===== config.mk =====
export PLATFORM = sky130hd
export DESIGN_NAME = frame_dump_ctrl
export DESIGN_NICKNAME = d
export VERILOG_FILES = /design/src/rtl/frame_dump_ctrl_pkg.sv /design/src/rtl/uart_pacer.sv /design/src/rtl/frame_dump_ctrl.sv
export SDC_FILE = /design/constraint.sdc
export NUM_CORES = 1
export LEC_CHECK = 0
export ABC_CLOCK_PERIOD_IN_PS = 5900
export CORE_MARGIN = 4
export CORE_UTILIZATION = 55
export CTS_CLUSTER_DIAMETER = 200
export CTS_CLUSTER_SIZE = 20
export DETAILED_ROUTE_END_ITERATION = 10
export PLACE_DENSITY_LB_ADDON = 0.2
export SLEW_MARGIN = 20
export SYNTH_ARGS = -nofsm -noshare
export SYNTH_HDL_FRONTEND = slang
export SYNTH_HIERARCHICAL = 1
export SYNTH_SLANG_ARGS = --single-unit

===== constraint.sdc =====
create_clock -name clk12 -period 5.9 [get_ports clk12]
set_input_delay 1.18 -clock clk12 [delete_from_list [all_inputs] [get_ports clk12]]
set_output_delay 1.18 -clock clk12 [all_outputs]
set_load 0.02 [all_outputs]

===== src/rtl/frame_dump_ctrl_pkg.sv =====
// Shared types and constants for the frame dump sequencer and its UART pacing.
package frame_dump_ctrl_pkg;

  localparam int DEF_COLS    = 40;
  localparam int DEF_ROWS    = 30;
  localparam int DEF_HOLDOFF = 8191;

  localparam logic [7:0] HDR_SYNC0 = 8'hA5;
  localparam logic [7:0] HDR_SYNC1 = 8'h5A;

  typedef enum logic [2:0] {
    ST_IDLE,
    ST_ARM,
    ST_HDR,
    ST_FETCH,
    ST_SEND,
    ST_DONE
  } dump_state_e;

  // Byte idx 0 is the most significant byte of the word.
  function automatic logic [7:0] word_byte(input logic [31:0] w, input logic [1:0] idx);
    logic [7:0] b;
    case (idx)
      2'd0:    b = w[31:24];
      2'd1:    b = w[23:16];
      2'd2:    b = w[15:8];
      default: b = w[7:0];
    endcase
    return b;
  endfunction

endpackage


===== src/rtl/uart_pacer.sv =====
// Write-permit generator for a byte UART: enforces an idle holdoff after busy
// falls and forbids back-to-back strobes.
module uart_pacer #(
  parameter int HOLDOFF = 8191
) (
  input  logic clk,
  input  logic rst_n,
  input  logic uart_busy,
  input  logic wr_strobe,
  output logic permit
);

  localparam int CW = (HOLDOFF < 1) ? 1 : $clog2(HOLDOFF + 1);
  localparam logic [CW-1:0] CMAX = CW'(HOLDOFF);

  logic [CW-1:0] cnt_q, cnt_d;

  always_comb begin
    cnt_d = cnt_q;
    if (uart_busy)          cnt_d = '0;
    else if (cnt_q != CMAX) cnt_d = cnt_q + 1'b1;
  end

  // Starts saturated so the first byte after reset goes out without delay.
  always_ff @(posedge clk or negedge rst_n) begin
    if (!rst_n) cnt_q <= CMAX;
    else        cnt_q <= cnt_d;
  end

  assign permit = (cnt_q == CMAX) && !uart_busy && !wr_strobe;

endmodule


===== src/rtl/frame_dump_ctrl.sv =====
// Streams one ROWS x COLS word frame out over the byte UART, MSB first.
// FRAME_DUMP_HEADER_EN: when defined, a 4-byte header (A5 5A COLS ROWS) precedes the pixel data.
module frame_dump_ctrl
  import frame_dump_ctrl_pkg::*;
#(
  parameter int COLS    = DEF_COLS,
  parameter int ROWS    = DEF_ROWS,
  parameter int HOLDOFF = DEF_HOLDOFF
) (
  input  logic        clk12,
  input  logic        areset_n,
  input  logic        start,
  input  logic        frame_end,
  output logic        freeze,
  output logic [5:0]  read_x,
  output logic [4:0]  read_y,
  input  logic [31:0] read_data,
  input  logic        uart_busy,
  output logic        uart_write,
  output logic [7:0]  uart_data,
  output logic        busy,
  output logic        done
);

  localparam logic [5:0] X_LAST = 6'(COLS - 1);
  localparam logic [4:0] Y_LAST = 5'(ROWS - 1);

  dump_state_e state_q, state_d;

  logic [1:0]  fe_sync_q, fe_sync_d;
  logic        fe_prev_q, fe_prev_d;
  logic [5:0]  x_q, x_d;
  logic [4:0]  y_q, y_d;
  logic [1:0]  idx_q, idx_d;
  logic [31:0] word_q, word_d;
  logic        wr_q, wr_d;
  logic [7:0]  data_q, data_d;

  logic frame_rise;
  logic permit;
  logic last_word;
  logic [7:0] hdr_byte;

  uart_pacer #(.HOLDOFF(HOLDOFF)) u_pacer (
    .clk       (clk12),
    .rst_n     (areset_n),
    .uart_busy (uart_busy),
    .wr_strobe (wr_q),
    .permit    (permit)
  );

  // frame_end is asynchronous; only a rising edge of the synchronised level counts.
  assign fe_sync_d  = {fe_sync_q[0], frame_end};
  assign fe_prev_d  = fe_sync_q[1];
  assign frame_rise = fe_sync_q[1] && !fe_prev_q;

  assign last_word = (x_q == X_LAST) && (y_q == Y_LAST);

  always_comb begin
    case (idx_q)
      2'd0:    hdr_byte = HDR_SYNC0;
      2'd1:    hdr_byte = HDR_SYNC1;
      2'd2:    hdr_byte = 8'(COLS);
      default: hdr_byte = 8'(ROWS);
    endcase
  end

  always_ff @(posedge clk12 or negedge areset_n) begin
    if (!areset_n) state_q <= ST_IDLE;
    else           state_q <= state_d;
  end

  always_comb begin
    state_d = state_q;
    case (state_q)
      ST_IDLE:  if (start) state_d = ST_ARM;
      ST_ARM:   if (frame_rise) begin
`ifdef FRAME_DUMP_HEADER_EN
        state_d = ST_HDR;
`else
        state_d = ST_FETCH;
`endif
      end
      ST_HDR:   if (permit && idx_q == 2'd3) state_d = ST_FETCH;
      ST_FETCH: state_d = ST_SEND;
      ST_SEND:  if (permit && idx_q == 2'd3) state_d = last_word ? ST_DONE : ST_FETCH;
      ST_DONE:  state_d = ST_IDLE;
      default:  state_d = ST_IDLE;
    endcase
  end

  // Status outputs decode straight from the state register so reset clears them at once.
  always_comb begin
    busy   = 1'b0;
    freeze = 1'b0;
    done   = 1'b0;
    case (state_q)
      ST_ARM:                   busy = 1'b1;
      ST_HDR, ST_FETCH, ST_SEND: begin
        busy   = 1'b1;
        freeze = 1'b1;
      end
      ST_DONE:                  done = 1'b1;
      default: ;
    endcase
  end

  always_comb begin
    x_d    = x_q;
    y_d    = y_q;
    idx_d  = idx_q;
    word_d = word_q;
    wr_d   = 1'b0;
    data_d = data_q;
    case (state_q)
      ST_ARM: if (frame_rise) begin
        x_d   = '0;
        y_d   = '0;
        idx_d = '0;
      end
      ST_HDR: if (permit) begin
        wr_d   = 1'b1;
        data_d = hdr_byte;
        idx_d  = idx_q + 2'd1;
      end
      ST_FETCH: begin
        word_d = read_data;
        idx_d  = '0;
      end
      ST_SEND: if (permit) begin
        wr_d   = 1'b1;
        data_d = word_byte(word_q, idx_q);
        idx_d  = idx_q + 2'd1;
        // Address moves on the last byte so the next FETCH sees the new word.
        if (idx_q == 2'd3 && !last_word) begin
          if (x_q == X_LAST) begin
            x_d = '0;
            y_d = y_q + 5'd1;
          end else begin
            x_d = x_q + 6'd1;
          end
        end
      end
      default: ;
    endcase
  end

  always_ff @(posedge clk12 or negedge areset_n) begin
    if (!areset_n) begin
      fe_sync_q <= '0;
      fe_prev_q <= 1'b0;
      x_q       <= '0;
      y_q       <= '0;
      idx_q     <= '0;
      word_q    <= '0;
      wr_q      <= 1'b0;
      data_q    <= '0;
    end else begin
      fe_sync_q <= fe_sync_d;
      fe_prev_q <= fe_prev_d;
      x_q       <= x_d;
      y_q       <= y_d;
      idx_q     <= idx_d;
      word_q    <= word_d;
      wr_q      <= wr_d;
      data_q    <= data_d;
    end
  end

  assign read_x     = x_q;
  assign read_y     = y_q;
  assign uart_write = wr_q;
  assign uart_data  = data_q;

endmodule


==> flow_metrics.py <==
metrics = {
    "synth": {
        "netlist_area_um2": 3652,
        "synth_top_area_cell": "dfrtp_1",
        "synth.net_count": 379,
        "seq_area_frac_synth_pct": 50.46,
        "synth_ff_type": "dfrtp_1",
        "ys_top_cells_by_count": "dfrtp_1 (60), mux2_2 (33), nand2_1 (29)",
        "synth_edf_count": 0,
        "async_flop_share_pct": 100.0,
        "syn_area_per_cell_um2": 11.03,
        "synth-seq-cells": 73,
        "synth.most_common_cell": "dfrtp_1",
        "ys_types": 55,
        "synthCells": 331,
        "synth.area.top_cells": "dfrtp_1 (41%), mux2_2 (10%), dfstp_2 (9.4%), ha_1 (3.8%), o21ai_0 (3.2%)",
        "synth_warnings": 6,
        "yosysTopAreaCellShare_pct": 41.11,
    },
    "power_and_ir_drop": {
        "p_leak_nw": 1.848,
        "power_per_cell_area_nw_per_um2": 395.9,
        "ir_drop_v": 0.0002862,
        "finalPower_mw": 1.771,
    },
    "final_layout": {
        "layout.nets": 436,
        "instances_no_fill": 470,
        "final_cell_area_um2": 4474,
        "areaGrowthSynthToFinish_pct": 22.51,
        "drive_above_1_share_pct": 19.85,
        "n_antenna_cell": 0,
        "utilization_pct": 70.06,
    },
    "setup_path": {
        "crit_buf_inv": 1,
        "path_delay_family": "simple AND/OR/NAND/NOR gates",
        "worstReg2RegStart": "u_pacer/cnt_q[0]",
        "reg2reg_depth": 9,
        "path_cells": "or3b_1 -> o21ai_0 -> clkdlybuf4s50_1",
        "crit_required_ns": 4.72,
        "rr_endpoint": "read_y[0]",
        "critPathArrivalTime_ns": 2.51,
        "rrSetupSlack_ns": 2.77,
        "start_kind": "flop",
        "cp-end-kind": "primary output",
        "critPathMaxFanout": 18,
        "cpMaxStageDelayCell": "or3b_1",
        "crit_type": "reg2out",
        "slowest_delay_ns": 0.71,
    },
    "timing": {
        "worstMarginPinSlew_ns": 0.6235,
        "fin_tns_setup_ns": 0,
        "fin_crit_sh_pct": 62.53,
        "hold_ws_ns": 0.3495,
        "maxSlewHeadroom_pct": 58.44,
        "hold_viol": 0,
        "setup_viol": 0,
        "fin_skew_ns": 0.008953,
        "max_freq_mhz": 271.1,
        "period_needed_ns": 3.689,
        "grt_setup_unrepaired": "false",
        "maxSlewViolCount": 0,
        "fin_ws_ns": 2.211,
    },
    "routing": {
        "first_pass_iters": 4,
        "vias_per_cell": 5.843,
        "drc": 0,
        "routed_wl_mm": 7.468,
        "detailroute.via_count": 2746,
        "drt_iter0_markers": 159,
        "wl_per_cell_um": 15.89,
        "final_antenna_net_count": 0,
    },
    "clock_tree": {
        "cts_buffers": 9,
        "cts_sinks": 73,
        "cts_tree": "done",
        "cts_setup_buffers": 0,
        "cts_hold_buf": 0,
        "clk_latency_ns": 0.35,
        "cts_buffer_depth": 2,
        "cts_resized": 0,
        "cts_root_buffer": "clkbuf_8",
        "path_clk_slew_ns": 0.07,
        "cts_max_level": 3,
    },
    "global_route": {
        "grt_max_degree": 51,
        "antenna_found_initial": 0,
        "grt_pass1_vias": 2642,
        "grt_pass1_wl_mm": 12.48,
        "grt_use_total_pct": 20.59,
        "overflow": 0,
    },
    "floorplan": {
        "die_x_um": 89.49,
        "core_um2": 6386,
        "die_area_um2": 8008,
        "die_h_um": 89.49,
        "io_pins": 60,
        "start_util_pct": 57.19,
        "rows": 29,
    },
    "worst_hold_path": {
        "min_from": "fe_sync_q[0]",
        "min_to": "fe_sync_q[1]",
        "min_path_type": "reg2reg",
        "hold_path_depth": 0,
    },
    "place": {
        "placed_area_um2": 4268,
        "place_inst": 454,
        "port_buffers": 59,
        "dpl_worst_slack_ns": 2.152,
        "gp_congestion": 0.8451,
        "hpwl_mm": 5.275,
    },
    "job": {
        "drv_cap": 0,
    },
    "run_status": {
        "outcome": "completed",
    },
}
==> state kept, by name, summed over array words and instances, names as in the netlist <==
signal / flops
fe_sync_q: 2
uart_data: 8
idx_q: 2
read_y: 5
state_q: 3
u_pacer/cnt_q: 13
word_q: 32
read_x: 6
fe_prev_q: 1
uart_write: 1
==> where the power goes <==
group	leakage (nW)	switching [mW]	internal (mW)	total [mW]
logic	0.859	0.305	0.315	0.621
registers	0.886	0.114	0.637	0.751
clock network	0.103	0.181	0.218	0.399
total	1.85	0.600	1.17	1.77
==> layer usage <==
metal	routed length [um]	GRT usage, %
met1	3342	27.68
met2	3542	32.22
met3	463	4.793
met4	119	8.525
met5	0	0
==> area by class of cell <==
cell class / count / area, um^2
flip-flops and latches: 73 / 1843
fillers: 484 / 1912
repair buffers: 61 / 600.6
clock buffers: 12 / 155.1
multi-input cells: 230 / 1679
inverters: 13 / 48.80
well taps: 77 / 96.34
clock inverters: 4 / 51.30
==> kinds of logic (layout without fill, tap and decap cells) <==
kind of cell,after synthesis,after routing,synth area share (%)
simple gates,97,97,14.56
compound gates,80,80,15.18
flops,73,73,50.46
mux,37,37,11.27
buf+inv,28,90,3.563
fa+ha+maj,11,11,3.768
xor+xnor,5,5,1.199
==> how the worst max path moves through the flow <==
| stage | from | to | slack, ns | depth (start not counted) |
|---|---|---|---|---|
| global route | state_q[1] | freeze | 2.10 | 3 |
| global placement | uart_busy | read_y[1] | 2.25 | 7 |
| detailed placement | uart_busy | read_y[0] | 2.15 | 7 |
| finish | state_q[1] | freeze | 2.21 | 3 |
| CTS | state_q[1] | freeze | 2.19 | 3 |
| floorplan | uart_busy | read_y[0] | 3.15 | 6 |
==> placed cells by master (no fill, tap or decap), types with 4 or more instances in the layout <==
cell type and n:
o21ai_0 23, a21oi_1 16, nor3_1 5, a222oi_1 6, nor2_1 20, o31ai_1 7, clkdlybuf4s50_1 58, mux2i_1 4
clkbuf_8 11, dfrtp_1 60, or3_1 6, inv_1 13, dfstp_2 13, nand4_1 5, mux2_2 33, ha_1 11
nand3_1 9, nand2_1 29
No activity file was read; power rests on OpenSTA's default activity.
